$ cat config.mk
export PLATFORM = sky130hd
export DESIGN_NAME = x_multdiv
export DESIGN_NICKNAME = d
export VERILOG_FILES = /design/src/rtl/x_multdiv.sv
export SDC_FILE = /design/constraint.sdc
export NUM_CORES = 1
export LEC_CHECK = 0
export ABC_CLOCK_PERIOD_IN_PS = 5750
export CAP_MARGIN = 20
export CORE_ASPECT_RATIO = 1.2
export CORE_UTILIZATION = 40
export DETAILED_ROUTE_END_ITERATION = 16
export SYNTH_ARGS = -nofsm -noshare
export SYNTH_HDL_FRONTEND = slang
export SYNTH_SLANG_ARGS = --single-unit
export TNS_END_PERCENT = 5
$ cat constraint.sdc
create_clock -name clk -period 5.75 [get_ports clk]
set_clock_uncertainty 0.05 [all_clocks]
set_input_delay 0.575 -clock clk [delete_from_list [all_inputs] [get_ports clk]]
set_output_delay 0.575 -clock clk [all_outputs]
set_load 0.01 [all_outputs]
$ cat src/rtl/x_multdiv.sv
// Iterative 32-bit signed multiply/divide unit for the execute stage.
// One operation takes a start cycle, 32 BUSY iterations and a one-cycle DONE.
module x_multdiv (
    input  logic        clk,
    input  logic        reset_n,
    input  logic [31:0] a_in,
    input  logic [31:0] b_in,
    input  logic [31:0] ir_in,
    input  logic        flush,
    output logic        stall,
    output logic        md_ready,
    output logic [31:0] md_result,
    output logic        md_exception
);

    typedef enum logic [1:0] {IDLE, BUSY, DONE} state_t;

    state_t      state;
    state_t      next_state;
    logic [4:0]  count;
    logic        op_div;
    logic        neg_res;
    logic [31:0] opb;
    logic [63:0] acc;
    logic [33:0] rem;

    logic        is_mul;
    logic        is_div;
    logic        is_md;
    logic        start;
    logic        unused_ir;

    logic [32:0] mul_sum;
    logic [63:0] mul_next;
    logic [33:0] div_shifted;
    logic [33:0] rem_next;
    logic [31:0] q_next;
    logic [63:0] mul_signed;
    logic [31:0] div_signed;
    logic [31:0] final_res;
    logic        final_exc;

    function automatic logic [31:0] magnitude(input logic [31:0] v);
        return v[31] ? (32'd0 - v) : v;
    endfunction

    assign is_mul    = (ir_in[31:27] == 5'b00000) && (ir_in[6:2] == 5'b00110);
    assign is_div    = (ir_in[31:27] == 5'b00000) && (ir_in[6:2] == 5'b00111);
    assign is_md     = is_mul | is_div;
    assign unused_ir = ^{ir_in[26:7], ir_in[1:0]};
    assign start     = (state == IDLE) & is_md & ~flush & reset_n;

    always_ff @(posedge clk or negedge reset_n) begin
        if (!reset_n) begin
            state <= IDLE;
        end else begin
            state <= next_state;
        end
    end

    always_comb begin
        next_state = state;
        case (state)
            IDLE: if (start) next_state = BUSY;
            BUSY: begin
                if (flush)
                    next_state = IDLE;
                else if (count == 5'd31)
                    next_state = DONE;
            end
            DONE:    next_state = IDLE;
            default: next_state = IDLE;
        endcase
    end

    always_comb begin
        stall    = (start | (state == BUSY)) & ~flush & reset_n;
        md_ready = (state == DONE) & ~flush;
    end

    // Multiply: shift-add on magnitudes, multiplier sits in acc[31:0] and
    // shifts out as the partial product shifts in from the top.
    assign mul_sum  = {1'b0, acc[63:32]} + (acc[0] ? {1'b0, opb} : 33'd0);
    assign mul_next = {mul_sum, acc[31:1]};

    // Divide: non-restoring on magnitudes; dividend bits leave acc[31:0] from
    // the top while quotient bits enter at the bottom.
    assign div_shifted = {rem[32:0], acc[31]};
    assign rem_next    = rem[33] ? (div_shifted + {2'b00, opb})
                                 : (div_shifted - {2'b00, opb});
    assign q_next      = {acc[30:0], ~rem_next[33]};

    always_comb begin
        mul_signed = neg_res ? (64'd0 - mul_next) : mul_next;
        div_signed = neg_res ? (32'd0 - q_next) : q_next;
        final_res  = '0;
        final_exc  = 1'b0;
        if (op_div) begin
            if (opb == 32'd0) begin
                final_res = '0;
                final_exc = 1'b1;
            end else begin
                final_res = div_signed;
                final_exc = ~neg_res & q_next[31];
            end
        end else begin
            final_res = mul_signed[31:0];
            final_exc = ~((&mul_signed[63:31]) | ~(|mul_signed[63:31]));
        end
    end

    always_ff @(posedge clk or negedge reset_n) begin
        if (!reset_n) begin
            count        <= '0;
            op_div       <= 1'b0;
            neg_res      <= 1'b0;
            opb          <= '0;
            acc          <= '0;
            rem          <= '0;
            md_result    <= '0;
            md_exception <= 1'b0;
        end else if (start) begin
            count   <= '0;
            op_div  <= is_div;
            neg_res <= a_in[31] ^ b_in[31];
            opb     <= magnitude(b_in);
            acc     <= {32'd0, magnitude(a_in)};
            rem     <= '0;
        end else if ((state == BUSY) && !flush) begin
            count <= count + 5'd1;
            if (op_div) begin
                acc <= {acc[63:32], q_next};
                rem <= rem_next;
            end else begin
                acc <= mul_next;
            end
            if (count == 5'd31) begin
                md_result    <= final_res;
                md_exception <= final_exc;
            end
        end
    end

endmodule

==> impl_metrics.yaml <==
logic_synthesis:
  synthFlopType: "dfrtp_1"
  yosysWarnings: 0
  synth-async-reset-ratio_pct: 100
  synth_top_family_by_area: "compound AO/OA/AOI/OAI gates"
  synth_top_area_share_pct: 27.1
  yosysMostFrequentCell: "nand2_1"
  ys_types: 85
  yosys.area_share.simple_pct: 22.5
  synth_top_cell_by_area: "dfrtp_1"
  synthAdderAreaFrac_pct: 6.00
  synth-seq-cells: 172
  netlist_top_cells_area: "dfrtp_1 (27%), xor2_1 (7.7%), o21ai_0 (6.1%)"
  synth_cells: 2020
  netlist_area_sq_um: 15900
  syn_area_per_cell_sq_um: 7.86
  ys_top_cells_by_count: "nand2_1 (219), o21ai_0 (195), dfrtp_1 (172)"
  synth_compound_area_share_pct: 24.5
  synth_xor_area_share_pct: 11.7
  synth.yosys.seq_area_share_pct: 27.1
  syn_nets: 2194
  synth_edf_count: 0
  muxShareOfSynthArea_pct: 3.19
worst_setup_path:
  crit_fanout: 5
  r2r_start: "acc[0]"
  r2r_cells: 17
  end_kind: "flop"
  cp-start-kind: "flop"
  crit_required_ns: 6.07
  critPathKind: "flop to flop"
  rrSetupSlack_ns: 0.31
  r2r_end: "md_exception"
  arrival_ns: 5.76
global_route:
  antenna_found_initial: 0
  grt.total_usage_pct: 24.1
  grt_max_degree: 204
  grt_pass1_vias: 14700
  overflow: 0
  grt_pass1_wl_microns: 76700
pwr:
  p_per_area_nw_per_um2: 188
  p_int_uw: 2270
  p_sw_share_pct: 33.5
  seq_power_share_pct: 36.8
  combPwrFrac_pct: 28.9
  clkPwrFrac_pct: 34.3
  power.total_uw: 3410
  p_sw_uw: 1140
  peakVddDrop_v: 0.000233
  leakage_uw: 0.00779
finish:
  antennaDiodeCount: 0
  regArea_sq_um: 4310
  stdcell_count: 2602
  final_nets: 2237
  fillers: 3925
  fin_area_sq_um: 18100
  syn_to_final_growth_pct: 14.2
  drive_above_1_share_pct: 6.02
  multiInputGateArea_sq_um: 10800
sta:
  rsz0062_at_grt: "false"
  slew_headroom_pct: 27.6
  fmax_mhz: 184
  slew_viol_final: 0
  period_minus_slack_ns: 5.44
  hold_viol_final: 0
  tns_ns: 0
  setup_viol: 0
  tightest_slew_ns: 1.08
  hold_slack_ns: 0.439
  period_share_pct: 94.7
outcome:
  status: "completed"
run:
  drv_cap: 0
worst_hold_path:
  hp-start: "opb[28]"
  hold_path_end: "opb[28]"
  min_path_cells: 2
  hp-class: "flop to flop"
floorplanning:
  start_util_pct: 40.8
  rows: 79
  die_h_microns: 220
  pin_count: 134
  coreArea_sq_um: 38900
  die_w_microns: 184
  dieArea_sq_um: 40500
place:
  placed_area_sq_um: 17500
  port-buffer-count: 111
  dp_hpwl_microns: 35500
  post-place-cells: 2569
  gp_congestion: 0.944
clock_tree:
  clk_latency_ns: 0.47
  htree_levels: 4
  cts_setup_buffers: 0
  cts_tree: "done"
  clk_pin_slew_ns: 0.07
  clk_path_buf_depth: 2
  clock-sinks: 172
  root_buffer: "clkbuf_16"
  numCtsBuffers: 17
routing:
  detail-route-antenna-nets: 0
  vias_per_cell: 5.79
  drc: 0
  vias: 15100
  finalWirelength_microns: 48200
  wl_per_cell_microns: 18.5
  firstDrtPassIters: 7
  drt-initial-drc-count: 868
## worst max-delay path by stage
stage | start | endpoint
2_1_floorplan | acc[0] | md_exception
3_3_place_gp | acc[0] | md_exception
3_5_place_dp | acc[0] | md_exception
4_1_cts | acc[0] | md_exception
5_1_grt | acc[0] | md_exception
6_report | acc[0] | md_exception
## stage by stage
step | worst slack (ns) | util, %
after floorplan | 0.477 | -
after global routing | 0.0531 | 46.6
after detailed placement | 0.242 | 45.0
after global placement | 0.311 | 45.0
final | 0.307 | 46.6
after CTS | 0.200 | 46.4
## registers in the layout (all words and copies together), names as in the netlist
name / count
acc: 64
rem: 34
md_result: 32
opb: 32
count: 5
state: 2
md_exception: 1
neg_res: 1
op_div: 1
## placed cells by master (no fill, tap or decap), types with 32 or more instances in the layout
cell               n
or3_1             32
and2_1            44
a21o_1            32
nor2_1           111
nand2_1          218
xnor2_1           72
xor2_1           140
dfrtp_1          170
inv_1             55
clkdlybuf4s50_1  110
o211ai_1          47
o21ai_0          195
a21oi_1          109
ha_1              71
nand3_1          103
o21a_1            33
buf_4             55
mux2i_1           45
nor3_1            46
## kinds of logic after synthesis
logic type / count (synthesis)
XOR/XNOR: 212
multiplexers: 50
adder cells (fa/ha/maj): 75
flip-flops: 172
AO/OA/AOI/OAI: 603
buffers and inverters: 200
AND/OR/NAND/NOR: 708
## timing repair
action / 4_1_cts / 5_1_grt
hold buffers: 1 / 0
hold endpoints to repair: 40 / 0
endpoints found under the setup margin: 0 / 12
gates resized for setup: 0 / 12
## power by group through the flow
stage                     registers, uW  logic [uW]  clock network, uW
final                              1250         986               1170
after global routing               1260        1090               1240
after CTS                          1250         973               1190
after detailed placement           1280         966                  0
after global placement             1280         953                  0
after floorplan                    1250         678                  0
## routing by layer
metal	vias up	track usage, %	part of all wire [%]	wire length [microns]
li1	7434	-	-	-
met2	350	44.0	51	24400
met4	0	11.8	3.7	1800
met1	7199	27.6	43	20500
met3	92	2.98	3.0	1420
met5	-	0	0	0
## final cells by class
class | count | area share [%]
Timing Repair Buffer | 168 | 8.57
Clock inverter | 8 | 0.455
Sequential cell | 172 | 23.7
Clock buffer | 24 | 2.66
Multi-Input combinational cell | 1648 | 59.8
Inverter | 56 | 1.16
Tap cell | 526 | 3.63
## worst max-delay path, stage by stage, from the launching register on
cell and delay, ns:
dfrtp_1 0.38, inv_1 0.20, nor2_1 0.09, ha_1 0.23, fa_1 0.45, a21o_1 0.22, a311o_1 0.43, or4_1 0.53
nand3_1 0.10, o21ai_0 0.08, or4_1 0.51, nor3_2 0.24, mux2_1 0.34, o32ai_1 0.21, or4b_1 0.48, nor4_2 0.35
nand4_1 0.16, a32o_1 0.26
(Power assumes the default switching activity.)
